File: config.mk
export PLATFORM = sky130hd
export DESIGN_NAME = axi_lite_rr_master_flat
export DESIGN_NICKNAME = d
export VERILOG_FILES = /design/src/rtl/axi_lite_rr_master_if.sv /design/src/rtl/axi_lite_rr_master.sv /design/src/flat_wrapper.sv
export SDC_FILE = /design/constraint.sdc
export NUM_CORES = 1
export LEC_CHECK = 0
export BUFFER_PORTS_ARGS = -buffer_cell sky130_fd_sc_hd__buf_4
export CORE_ASPECT_RATIO = 1.1
export CORE_MARGIN = 2
export CORE_UTILIZATION = 46
export DETAILED_ROUTE_END_ITERATION = 10
export PLACE_DENSITY = 0.94
export SLEW_MARGIN = 20
export SYNTH_ARGS = -nofsm -noshare
export SYNTH_HDL_FRONTEND = slang
export SYNTH_SLANG_ARGS = --single-unit
File: constraint.sdc
create_clock -name ACLK -period 4.4 [get_ports ACLK]
set_clock_uncertainty 0.05 [all_clocks]
set_input_delay 0.44 -clock ACLK [delete_from_list [all_inputs] [get_ports ACLK]]
set_output_delay 0.44 -clock ACLK [all_outputs]
set_load 0.01 [all_outputs]
File: src/rtl/axi_lite_rr_master_if.sv
// rtl/axi_lite_rr_master_if.sv - AXI4-Lite bus bundle between the round-robin master and its register slave
interface axi_lite_rr_master_if #(
    parameter int ADDR_W = 4,
    parameter int DATA_W = 32
);
    logic [ADDR_W-1:0] AWADDR;
    logic              AWVALID;
    logic              AWREADY;
    logic [DATA_W-1:0] WDATA;
    logic              WVALID;
    logic              WREADY;
    logic [1:0]        BRESP;
    logic              BVALID;
    logic              BREADY;
    logic [ADDR_W-1:0] ARADDR;
    logic              ARVALID;
    logic              ARREADY;
    logic [DATA_W-1:0] RDATA;
    logic              RVALID;
    logic [1:0]        RRESP;
    logic              RREADY;

    modport master (
        output AWADDR, AWVALID, WDATA, WVALID, BREADY, ARADDR, ARVALID, RREADY,
        input  AWREADY, WREADY, BRESP, BVALID, ARREADY, RDATA, RVALID, RRESP
    );

    modport slave (
        input  AWADDR, AWVALID, WDATA, WVALID, BREADY, ARADDR, ARVALID, RREADY,
        output AWREADY, WREADY, BRESP, BVALID, ARREADY, RDATA, RVALID, RRESP
    );
endinterface

File: src/rtl/axi_lite_rr_master.sv
// rtl/axi_lite_rr_master.sv - round-robin arbiter sharing one AXI4-Lite slave among NUM_REQ command ports
module axi_lite_rr_master #(
    parameter int NUM_REQ = 2,
    parameter int ADDR_W  = 4,
    parameter int DATA_W  = 32
) (
    input  logic                      ACLK,
    input  logic                      ARESETn,
    input  logic [NUM_REQ-1:0]        req_valid,
    input  logic [NUM_REQ-1:0]        req_write,
    input  logic [NUM_REQ*ADDR_W-1:0] req_addr,
    input  logic [NUM_REQ*DATA_W-1:0] req_wdata,
    output logic [NUM_REQ-1:0]        req_ready,
    output logic [NUM_REQ-1:0]        rsp_valid,
    output logic [DATA_W-1:0]         rsp_rdata,
    output logic [1:0]                rsp_resp,
    axi_lite_rr_master_if.master      axi
);
    localparam int IDX_W = $clog2(NUM_REQ);

    typedef enum logic [2:0] {
        IDLE,
        WR_ADDR_DATA,
        WR_RESP,
        RD_ADDR,
        RD_DATA
    } state_t;

    state_t             state_q, state_d;
    logic [IDX_W-1:0]   last_q;
    logic [IDX_W-1:0]   grant;
    logic [IDX_W-1:0]   idx;
    logic               grant_found;
    logic [ADDR_W-1:0]  sel_addr;
    logic [DATA_W-1:0]  sel_wdata;
    logic [ADDR_W-1:0]  addr_q;
    logic [DATA_W-1:0]  wdata_q;
    logic               awvalid_q;
    logic               wvalid_q;

    // Scan starts just after the last winner, so the last winner has lowest priority.
    always_comb begin
        grant       = last_q;
        grant_found = 1'b0;
        idx         = '0;
        for (int k = 1; k <= NUM_REQ; k++) begin
            idx = IDX_W'((int'(last_q) + k) % NUM_REQ);
            if (!grant_found && req_valid[idx]) begin
                grant_found = 1'b1;
                grant       = idx;
            end
        end
        sel_addr  = '0;
        sel_wdata = '0;
        for (int i = 0; i < NUM_REQ; i++) begin
            if (grant == IDX_W'(i)) begin
                sel_addr  = req_addr[i*ADDR_W +: ADDR_W];
                sel_wdata = req_wdata[i*DATA_W +: DATA_W];
            end
        end
    end

    always_ff @(posedge ACLK) begin
        if (!ARESETn) begin
            state_q <= IDLE;
        end else begin
            state_q <= state_d;
        end
    end

    always_comb begin
        state_d   = state_q;
        req_ready = '0;
        case (state_q)
            IDLE: begin
                if (grant_found) begin
                    req_ready[grant] = ARESETn;
                    state_d = req_write[grant] ? WR_ADDR_DATA : RD_ADDR;
                end
            end
            WR_ADDR_DATA: begin
                if ((!awvalid_q || axi.AWREADY) && (!wvalid_q || axi.WREADY)) begin
                    state_d = WR_RESP;
                end
            end
            WR_RESP: begin
                if (axi.BVALID) begin
                    state_d = IDLE;
                end
            end
            RD_ADDR: begin
                if (axi.ARREADY) begin
                    state_d = RD_DATA;
                end
            end
            RD_DATA: begin
                if (axi.RVALID) begin
                    state_d = IDLE;
                end
            end
            default: state_d = IDLE;
        endcase
    end

    assign axi.AWADDR  = addr_q;
    assign axi.AWVALID = awvalid_q;
    assign axi.WDATA   = wdata_q;
    assign axi.WVALID  = wvalid_q;
    assign axi.BREADY  = (state_q == WR_RESP);
    assign axi.ARADDR  = addr_q;
    assign axi.ARVALID = (state_q == RD_ADDR);
    assign axi.RREADY  = (state_q == RD_DATA);

    // last_q doubles as the owner of the in-flight transaction for the response pulse.
    always_ff @(posedge ACLK) begin
        if (!ARESETn) begin
            last_q    <= IDX_W'(NUM_REQ - 1);
            addr_q    <= '0;
            wdata_q   <= '0;
            awvalid_q <= 1'b0;
            wvalid_q  <= 1'b0;
            rsp_valid <= '0;
            rsp_rdata <= '0;
            rsp_resp  <= '0;
        end else begin
            rsp_valid <= '0;
            case (state_q)
                IDLE: begin
                    if (grant_found) begin
                        last_q    <= grant;
                        addr_q    <= sel_addr;
                        wdata_q   <= sel_wdata;
                        awvalid_q <= req_write[grant];
                        wvalid_q  <= req_write[grant];
                    end
                end
                WR_ADDR_DATA: begin
                    if (axi.AWREADY) awvalid_q <= 1'b0;
                    if (axi.WREADY)  wvalid_q  <= 1'b0;
                end
                WR_RESP: begin
                    if (axi.BVALID) begin
                        rsp_valid[last_q] <= 1'b1;
                        rsp_rdata         <= '0;
                        rsp_resp          <= axi.BRESP;
                    end
                end
                RD_DATA: begin
                    if (axi.RVALID) begin
                        rsp_valid[last_q] <= 1'b1;
                        rsp_rdata         <= axi.RDATA;
                        rsp_resp          <= axi.RRESP;
                    end
                end
                default: ;
            endcase
        end
    end
endmodule

File: src/flat_wrapper.sv
// flat-port wrapper written by rule: the top's interface ports become plain ports
module axi_lite_rr_master_flat 
#(
    parameter int NUM_REQ = 2,
    parameter int ADDR_W  = 4,
    parameter int DATA_W  = 32
)
  (ACLK, ARESETn, req_valid, req_write, req_addr, req_wdata, req_ready, rsp_valid, rsp_rdata, rsp_resp, axi_AWADDR, axi_AWVALID, axi_WDATA, axi_WVALID, axi_BREADY, axi_ARADDR, axi_ARVALID, axi_RREADY, axi_AWREADY, axi_WREADY, axi_BRESP, axi_BVALID, axi_ARREADY, axi_RDATA, axi_RVALID, axi_RRESP);
  axi_lite_rr_master_if #(.ADDR_W(ADDR_W), .DATA_W(DATA_W)) axi_i ();
  input  logic ACLK;
  input  logic ARESETn;
  input  logic [NUM_REQ-1:0] req_valid;
  input  logic [NUM_REQ-1:0] req_write;
  input  logic [NUM_REQ*ADDR_W-1:0] req_addr;
  input  logic [NUM_REQ*DATA_W-1:0] req_wdata;
  output logic [NUM_REQ-1:0] req_ready;
  output logic [NUM_REQ-1:0] rsp_valid;
  output logic [DATA_W-1:0] rsp_rdata;
  output logic [1:0] rsp_resp;
  output wire logic [$bits(axi_i.AWADDR)-1:0] axi_AWADDR;
  output wire logic [$bits(axi_i.AWVALID)-1:0] axi_AWVALID;
  output wire logic [$bits(axi_i.WDATA)-1:0] axi_WDATA;
  output wire logic [$bits(axi_i.WVALID)-1:0] axi_WVALID;
  output wire logic [$bits(axi_i.BREADY)-1:0] axi_BREADY;
  output wire logic [$bits(axi_i.ARADDR)-1:0] axi_ARADDR;
  output wire logic [$bits(axi_i.ARVALID)-1:0] axi_ARVALID;
  output wire logic [$bits(axi_i.RREADY)-1:0] axi_RREADY;
  input wire logic [$bits(axi_i.AWREADY)-1:0] axi_AWREADY;
  input wire logic [$bits(axi_i.WREADY)-1:0] axi_WREADY;
  input wire logic [$bits(axi_i.BRESP)-1:0] axi_BRESP;
  input wire logic [$bits(axi_i.BVALID)-1:0] axi_BVALID;
  input wire logic [$bits(axi_i.ARREADY)-1:0] axi_ARREADY;
  input wire logic [$bits(axi_i.RDATA)-1:0] axi_RDATA;
  input wire logic [$bits(axi_i.RVALID)-1:0] axi_RVALID;
  input wire logic [$bits(axi_i.RRESP)-1:0] axi_RRESP;
  assign axi_AWADDR = axi_i.AWADDR;
  assign axi_AWVALID = axi_i.AWVALID;
  assign axi_WDATA = axi_i.WDATA;
  assign axi_WVALID = axi_i.WVALID;
  assign axi_BREADY = axi_i.BREADY;
  assign axi_ARADDR = axi_i.ARADDR;
  assign axi_ARVALID = axi_i.ARVALID;
  assign axi_RREADY = axi_i.RREADY;
  assign axi_i.AWREADY = axi_AWREADY;
  assign axi_i.WREADY = axi_WREADY;
  assign axi_i.BRESP = axi_BRESP;
  assign axi_i.BVALID = axi_BVALID;
  assign axi_i.ARREADY = axi_ARREADY;
  assign axi_i.RDATA = axi_RDATA;
  assign axi_i.RVALID = axi_RVALID;
  assign axi_i.RRESP = axi_RRESP;
  axi_lite_rr_master #(.NUM_REQ(NUM_REQ), .ADDR_W(ADDR_W), .DATA_W(DATA_W)) u_core (.ACLK(ACLK), .ARESETn(ARESETn), .req_valid(req_valid), .req_write(req_write), .req_addr(req_addr), .req_wdata(req_wdata), .req_ready(req_ready), .rsp_valid(rsp_valid), .rsp_rdata(rsp_rdata), .rsp_resp(rsp_resp), .axi(axi_i));
endmodule
==> results.cfg, run 1 <==
[clocking]
tritoncts = built
cts.sinks = 78
ctsHoldBuffers = 0
insertion_delay_ns = 0.33
clk_path_buf_depth = 2
clk_pin_slew_worst_paths_ns = 0.08
cts_root_buf = clkbuf_8
htree_levels = 3
cts_buffers = 9
cts_resized = 0
post_cts.repair.setup_buffers = 0

[final_layout]
post_route_cells_drive_above_1_share = 0.436
final_common_cell = buf_4
num_antenna_cells = 0
nets = 644
stdcell_area_um2 = 4980
fill_cells = 507
final_util = 0.715
syn2layout_area_growth_pct = 52.1
final_cell_mix = buf_4, dfxtp_1, nor2_1

[timing]
rsz0062_at_grt = false
period_share = 0.555
tightest_slew_ns = 0.771
setup_tns_ns = 0
max_slew_margin = 0.485
layout_min_cycle_time_ns = 2.44
finalHoldViolCount = 0
setup_viol = 0
max_freq_mhz = 410
timing.final.max_slew_violations = 0
worst_slack_ns = 1.96

[logic_synthesis]
synth.area.top_cells = dfxtp_1, mux2i_1, a211oi_1
synthArstFlopShare = 0
synth-seq-cells = 78
synthFlopType = dfxtp_1
syn_avg_cell_area_um2 = 9.60
synth-seq-area-share = 0.477
netlist_area_um2 = 3270
synthesis.nets = 460
synthCells = 341
yosys_warnings = 0
synth_top_area_frac = 0.477
synth-edff-count = 0
synth_area_leader_cell = dfxtp_1
post_synth_num_cell_types = 38

[setup_path]
cpPeakStageDelay_ns = 0.44
crit_family = simple AND/OR/NAND/NOR gates
worstPathCellList = or3_4 > nor2_4 > and3_1 > buf_4
worstSetupPathType = reg2out
crit_path_start_kind = flip-flop
critPathCaptureType = output port
crit_buf_inv = 1
critPathMaxFanout = 26
worstPathRequired_ns = 3.91
cp_data_arrival_time_ns = 1.95
slowest_stage = or3_4

[outcome]
status = complete, no violations

[die]
start_util = 0.470
die-width_um = 84.4
dieArea_um2 = 7810
die_h_um = 92.5
pin_count = 202
row_count = 32
coreArea_um2 = 6970

[hold_path]
hp-class = in2reg

[global_route]
grt-ovfl-total = 0
grt_antenna_before_repair = 0
first_global_vias = 3168
grt.busiest_layer = met2
grt_pass1_wl_um = 15300
globalRouteMet2Util = 0.428
grtUsageMet3 = 0.0722
use_met1 = 0.288
grt_max_degree = 76
grt.total_usage = 0.244

[detailed_routing]
first_iter_violations = 157
route.detailed.drc = 0
wire_per_inst_um = 16.0
ant_nets = 0
totalWireLength_um = 9820
vias = 3282
routed_via_density = 5.34
drt_pass1_iterations = 4

[pwr]
p_per_area_nw_per_um2 = 622
leakagePower_nw = 2.36
ir_worst_vdd_mv = 0.373

[job]
max_cap_viol_count = 0

[place]
gp_congestion = 0.799
dp_hpwl_um = 7570
port_buffers = 201
placed_cell_area_um2 = 4740
pre_cts_slack_ns = 2.09
==> per-stage QoR <==
| step | power (mW) | instances | hold WS [ns] |
|---|---|---|---|
| 2_1_floorplan | 1.98 | 341 | 0.401 |
| 3_3_place_gp | 2.42 | 599 | 0.423 |
| 3_5_place_dp | 2.48 | 599 | 0.434 |
| 4_1_cts | 3.11 | 615 | 0.280 |
| 5_1_grt | 3.30 | 615 | 0.284 |
| 6_report | 3.10 | 615 | 0.300 |
==> power breakdown <==
part / switching, mW / total (mW) / internal [mW] / leakage [nW]
Sequential: 0.154 / 1.07 / 0.914 / 0.639
Clock: 0.252 / 0.628 / 0.376 / 0.112
Combinational: 0.747 / 1.40 / 0.656 / 1.60
==> cell usage after synthesis (2+ instances only) <==
master and count:
buf_2 10, nor3b_1 2, inv_1 3, buf_4 6
nor2b_1 4, a21oi_1 4, buf_6 4, a211oi_1 38
nand3_1 2, nand2_1 5, a22oi_1 32, nor3_1 4
mux2i_1 38, dfxtp_1 78, mux2_2 2, clkbuf_1 12
and2_1 2, or4b_1 2, nor2_1 73, or3b_2 2
==> area by class of cell <==
cell class,count,area (um^2),area share
flip-flops and latches,78,1560,0.314
repair buffers,205,1540,0.309
multi-input cells,228,1520,0.306
clock buffers,10,128,0.0256
clock inverters,6,110,0.0221
well taps,85,106,0.0214
inverters,3,11.3,0.00226
==> per-layer routing <==
metal	part of all wire	vias up
met4	0.0081	0
met5	0	-
li1	-	1602
met3	0.096	9
met2	0.51	158
met1	0.39	1513
==> registers in the layout, summed over array words and instances, names as in the netlist <==
signal / cells
u_core.axi.WDATA: 32
u_core.rsp_rdata: 32
u_core.axi.ARADDR: 4
u_core.state_q: 3
u_core.rsp_resp: 2
u_core.rsp_valid: 2
u_core.axi.AWVALID: 1
u_core.axi.WVALID: 1
u_core.last_q: 1
==> kinds of logic (layout without fill, tap and decap cells) <==
| logic type | count (synthesis) | after routing | synth area share |
|---|---|---|---|
| AOI/OAI and AO/OA | 82 | 82 | 0.187 |
| buffers and inverters | 35 | 224 | 0.0600 |
| DFF | 78 | 78 | 0.477 |
| muxes | 40 | 40 | 0.123 |
| and+or+nand+nor | 106 | 106 | 0.153 |
==> final timing paths <==
kind	cells past startpoint	to	slack (ns)	from
setup / recovery	4	req_ready[0]	1.96	u_core.state_q[0]
hold / removal	2	u_core.last_q	0.30	ARESETn
setup reg to reg	5	u_core.axi.ARADDR[3]	2.10	u_core.state_q[0]
hold reg to reg	2	u_core.axi.WVALID	0.45	u_core.axi.WVALID
No activity file was read; power rests on OpenSTA's default activity.
==> inputs of run 2 (changes only) <==
--- a/config.mk
+++ b/config.mk
@@ -8,9 +8,9 @@
 export BUFFER_PORTS_ARGS = -buffer_cell sky130_fd_sc_hd__buf_4
 export CORE_ASPECT_RATIO = 1.1
 export CORE_MARGIN = 2
-export CORE_UTILIZATION = 46
+export CORE_UTILIZATION = 39
 export DETAILED_ROUTE_END_ITERATION = 10
-export PLACE_DENSITY = 0.94
+export PLACE_DENSITY = 0.86
 export SLEW_MARGIN = 20
 export SYNTH_ARGS = -nofsm -noshare
 export SYNTH_HDL_FRONTEND = slang
==> constraint.sdc (replaced) <==
create_clock -name ACLK -period 2.23 [get_ports ACLK]
set_clock_uncertainty 0.05 [all_clocks]
set_input_delay 0.223 -clock ACLK [delete_from_list [all_inputs] [get_ports ACLK]]
set_output_delay 0.223 -clock ACLK [all_outputs]
set_load 0.01 [all_outputs]
==> run 2 against run 1 <==
Compared with the run above: via count grew 1.1%; cell count increased by 5.4%; clock power grew 89%; critical path type unchanged.
==> results.cfg, run 2 (same netlist as run 1, synthesis figures left out) <==
[outcome]
status = complete, no violations

[final_layout]
nets = 651
stdcell_area_um2 = 5140
regArea_um2 = 1560
syn2layout_area_growth_pct = 57.2
fill_cells = 696
post_route_cells_drive_above_1_share = 0.445
final_cell_mix = buf_4, dfxtp_1, nor2_1
multi_input_area_um2 = 1540
final_common_cell = buf_4
num_antenna_cells = 0

[setup_path]
reg2reg_depth = 5
worstPathCellList = or3_4 > nor2_4 > buf_12 > and3_1 > buf_4
reg2reg_from = u_core.state_q[1]
crit_family = simple AND/OR/NAND/NOR gates
critPathMaxFanout = 16
crit_path_start_kind = flip-flop
cp_data_arrival_time_ns = 1.79
crit_buf_inv = 2
slowest_stage = or3_4
worstSetupPathType = reg2out
r2r-end = u_core.rsp_rdata[31]
cpPeakStageDelay_ns = 0.44
cp_num_cells = 5
reg2reg_slack_ns = 0.34
worstPathRequired_ns = 1.96
critPathCaptureType = output port

[timing]
setup_tns_ns = 0
timing.final.max_slew_violations = 0
whs_ns = 0.0685
worst_slack_ns = 0.167
tightest_slew_ns = 0.612
finalHoldViolCount = 0
rsz0062_at_grt = false
period_share = 0.925
layout_min_cycle_time_ns = 2.06
setup_viol = 0
max_slew_margin = 0.591
max_freq_mhz = 485

[place]
port_buffers = 201
pre_cts_slack_ns = 0.268
dp_hpwl_um = 7210
gp_congestion = 0.791
placed_cell_area_um2 = 4840

[pwr]
leakagePower_nw = 2.43
p_per_area_nw_per_um2 = 1240
ir_worst_vdd_mv = 0.825

[die]
die-width_um = 91.4
die_h_um = 100
coreArea_um2 = 8280
pin_count = 202
dieArea_um2 = 9140
row_count = 35
start_util = 0.395

[clocking]
ctsHoldBuffers = 0
cts_buffers = 9
clk_path_buf_depth = 2
htree_levels = 3
insertion_delay_ns = 0.34
cts_root_buf = clkbuf_8
tritoncts = built
clk_pin_slew_worst_paths_ns = 0.08
cts.sinks = 78

[detailed_routing]
totalWireLength_um = 9590
ant_nets = 0
route.detailed.drc = 0
routed_via_density = 5.12
drt_pass1_iterations = 4
vias = 3317
wire_per_inst_um = 14.8
first_iter_violations = 84

[global_route]
first_global_vias = 3080
grt.total_usage = 0.200
grt_pass1_wl_um = 14600
grt-ovfl-total = 0
grt_max_degree = 62
grt_antenna_before_repair = 0

[hold_path]
whs_path_depth = 2
hp-class = in2reg
whs_endpoint = u_core.last_q
worstHoldStart = ARESETn

[job]
max_cap_viol_count = 0
run 2: worst register-to-register path: stages, from the launching register on:
cell and delay (ns):
dfxtp_1 0.54, or4b_1 0.55, o211ai_4 0.26, buf_12 0.23
a22oi_1 0.08, nor2_1 0.11
run 2: worst max-delay path by stage:
stage	startpoint	endpoint	slack, ns
2_1_floorplan	u_core.state_q[1]	u_core.rsp_rdata[0]	0.51
3_3_place_gp	u_core.state_q[1]	u_core.rsp_rdata[11]	0.38
3_5_place_dp	u_core.state_q[1]	u_core.rsp_rdata[31]	0.27
4_1_cts	u_core.state_q[0]	req_ready[1]	0.04
5_1_grt	u_core.state_q[0]	req_ready[1]	0.06
6_report	u_core.state_q[0]	req_ready[0]	0.17
run 2: repair_timing:
| item | in CTS | in global routing |
|---|---|---|
| buffers inserted | 0 | 1 |
| setup endpoints to repair | 0 | 11 |
| resized for setup | 0 | 3 |
| hold endpoints to repair | 0 | 0 |
run 2: area by class of cell:
cell class | count | share of cell area
repair buffers | 212 | 0.323
flip-flops and latches | 78 | 0.304
multi-input cells | 228 | 0.299
well taps | 111 | 0.0270
clock buffers | 10 | 0.0268
clock inverters | 6 | 0.0185
inverters | 3 | 0.00219
run 2: where the power goes:
| group | internal, mW | total (mW) | leakage [nW] | switching (mW) |
|---|---|---|---|---|
| registers | 1.80 | 2.08 | 0.639 | 0.278 |
| clock network | 0.669 | 1.19 | 0.117 | 0.519 |
| logic | 1.55 | 3.12 | 1.67 | 1.57 |
run 2: layer usage:
metal,global-route usage,routed length (um),vias up
li1,-,-,1611
met1,0.228,3740,1535
met2,0.353,4880,154
met3,0.0638,810,17
met4,0.0699,163,0
met5,0,0,-
run 2: stage by stage:
stage,std cells,total power [mW],util
after floorplan,341,3.90,-
after global placement,629,4.91,0.585
after detailed placement,629,5.02,0.585
after CTS,645,6.22,0.613
after global routing,648,6.84,0.622
final,648,6.39,0.622
==> inputs of run 3 (changes only) <==
--- a/config.mk
+++ b/config.mk
@@ -10,7 +10,7 @@
 export CORE_MARGIN = 2
 export CORE_UTILIZATION = 39
 export DETAILED_ROUTE_END_ITERATION = 10
-export PLACE_DENSITY = 0.86
+export PLACE_DENSITY = 0.77
 export SLEW_MARGIN = 20
 export SYNTH_ARGS = -nofsm -noshare
 export SYNTH_HDL_FRONTEND = slang
==> run 3 against run 2 <==
Compared with the run above: power shrank 4.8%; clock power shrank 9%; sequential share of layout area grew 0.49 points; die area is the same; critical endpoint unchanged; fmax shrank 0.82%; register-to-register slack lost 0.02 ns; largest power group unchanged; non-clock buffer count shrank 3; critical path type unchanged; cell count shrank 0.46%.
==> results.cfg, run 3 (same netlist as run 1, synthesis figures left out) <==
[place]
dp_hpwl_um = 7310
port_buffers = 201
gp_congestion = 0.746

[clocking]
cts_buffers = 9
tritoncts = built
cts.sinks = 78
cts_root_buf = clkbuf_8
post_cts.repair.setup_buffers = 0
htree_levels = 3
clk_pin_slew_worst_paths_ns = 0.08
insertion_delay_ns = 0.34
ctsHoldBuffers = 0
clk_path_buf_depth = 2

[pwr]
leakagePower_nw = 2.38
switching_share = 0.376
p_int_mw = 3.80
seqPwrFrac = 0.343
p_per_area_nw_per_um2 = 1200
ir_worst_vdd_mv = 0.878
pwr-share-comb = 0.479
power_switching_mw = 2.29
clkPwrFrac = 0.178

[setup_path]
critPathCaptureType = output port
worstPathCellList = or3_4 > nor2_4 > and3_1 > buf_4
slowest_stage = or3_4
cp_num_cells = 4
crit_path_start_kind = flip-flop
worstPathRequired_ns = 1.96
crit_buf_inv = 1
cp_data_arrival_time_ns = 1.81
crit_family = simple AND/OR/NAND/NOR gates
cpPeakStageDelay_ns = 0.43
worstSetupPathType = reg2out
reg2reg_depth = 5
critPathMaxFanout = 12

[timing]
setup_viol = 0
setup_tns_ns = 0
timing.final.max_slew_violations = 0
period_share = 0.933
max_freq_mhz = 481
layout_min_cycle_time_ns = 2.08
max_slew_margin = 0.469
tightest_slew_ns = 0.794
finalHoldViolCount = 0
rsz0062_at_grt = false

[detailed_routing]
ant_nets = 0
wire_per_inst_um = 14.6
totalWireLength_um = 9410
first_iter_violations = 66
route.detailed.drc = 0
routed_via_density = 5.03
vias = 3244
drt_pass1_iterations = 4

[die]
die_h_um = 100
row_count = 35
pin_count = 202
start_util = 0.395
dieArea_um2 = 9140
coreArea_um2 = 8280
die-width_um = 91.4

[final_layout]
multi_input_area_um2 = 1530
final_common_cell = buf_4
num_antenna_cells = 0
regArea_um2 = 1560
final_util = 0.612
syn2layout_area_growth_pct = 54.8
nets = 648
fill_cells = 705
post_route_cells_drive_above_1_share = 0.444
final_cell_mix = buf_4, dfxtp_1, nor2_1

[outcome]
status = complete, no violations

[global_route]
grt_antenna_before_repair = 0
first_global_vias = 3014
grt.total_usage = 0.202
grt_pass1_wl_um = 14600
grt-ovfl-total = 0
grt_max_degree = 33

[job]
max_cap_viol_count = 0

[hold_path]
hp-class = in2reg
whs_path_depth = 3
run 3: cell count changes in the layout (fill, tap and decap cells not counted), moves of 2 or more:
| cell | change |
|---|---|
| buf_4 | -2 |
| clkbuf_16 | -2 |
| clkinv_4 | -3 |
| clkinvlp_4 | +3 |
run 3: worst paths after layout:
path | from | slack, ns | endpoint
setup / recovery | u_core.state_q[0] | 0.15 | req_ready[0]
hold / removal | axi_RDATA[8] | 0.07 | u_core.rsp_rdata[8]
setup reg to reg | u_core.state_q[1] | 0.32 | u_core.rsp_rdata[0]
hold reg to reg | u_core.axi.WVALID | 0.44 | u_core.axi.WVALID
run 3: per-layer routing:
metal | part of all wire | vias to the layer above | global-route usage
met2 | 0.46 | 158 | 0.323
met4 | 0.019 | 0 | 0.0793
met5 | 0 | - | 0
li1 | - | 1609 | -
met3 | 0.11 | 12 | 0.0848
met1 | 0.41 | 1465 | 0.243
run 3: power groups by stage:
stage          Sequential (mW)  Combinational (mW)  Clock, mW
2_1_floorplan             2.23                1.67          0
6_report                  2.09                2.91       1.08
3_5_place_dp              2.12                2.94          0
4_1_cts                   2.09                2.94       1.10
5_1_grt                   2.15                3.21       1.18
3_3_place_gp              2.10                2.88          0
run 3: tightest hold or removal path, stage by stage:
cell	delay (ns)
buf_4	0.08
a22oi_1	0.06
nor2_1	0.08
run 3: layout make-up:
| type | instances | area share |
|---|---|---|
| tap | 111 | 0.0274 |
| clock inverter | 6 | 0.0138 |
| inverter | 3 | 0.00222 |
| timing repair buffer | 209 | 0.320 |
| sequential | 78 | 0.308 |
| multi-input combinational | 228 | 0.301 |
| clock buffer | 10 | 0.0272 |
run 3: per-stage QoR:
stage / worst slack (ns) / total power [mW] / cells / instance area, um^2 / hold WS [ns]
2_1_floorplan: 0.506 / 3.90 / 341 / 3270 / 0.262
3_3_place_gp: 0.377 / 4.97 / 629 / 4850 / 0.414
3_5_place_dp: 0.223 / 5.06 / 629 / 4850 / 0.422
4_1_cts: 0.0569 / 6.14 / 645 / 5060 / 0.0614
5_1_grt: 0.0316 / 6.53 / 645 / 5070 / 0.0593
6_report: 0.150 / 6.08 / 645 / 5070 / 0.0747
run 3: timing repair:
action,CTS,global route
endpoints found under the hold margin,0,0
setup endpoints to repair,0,1
gates resized for setup,0,3
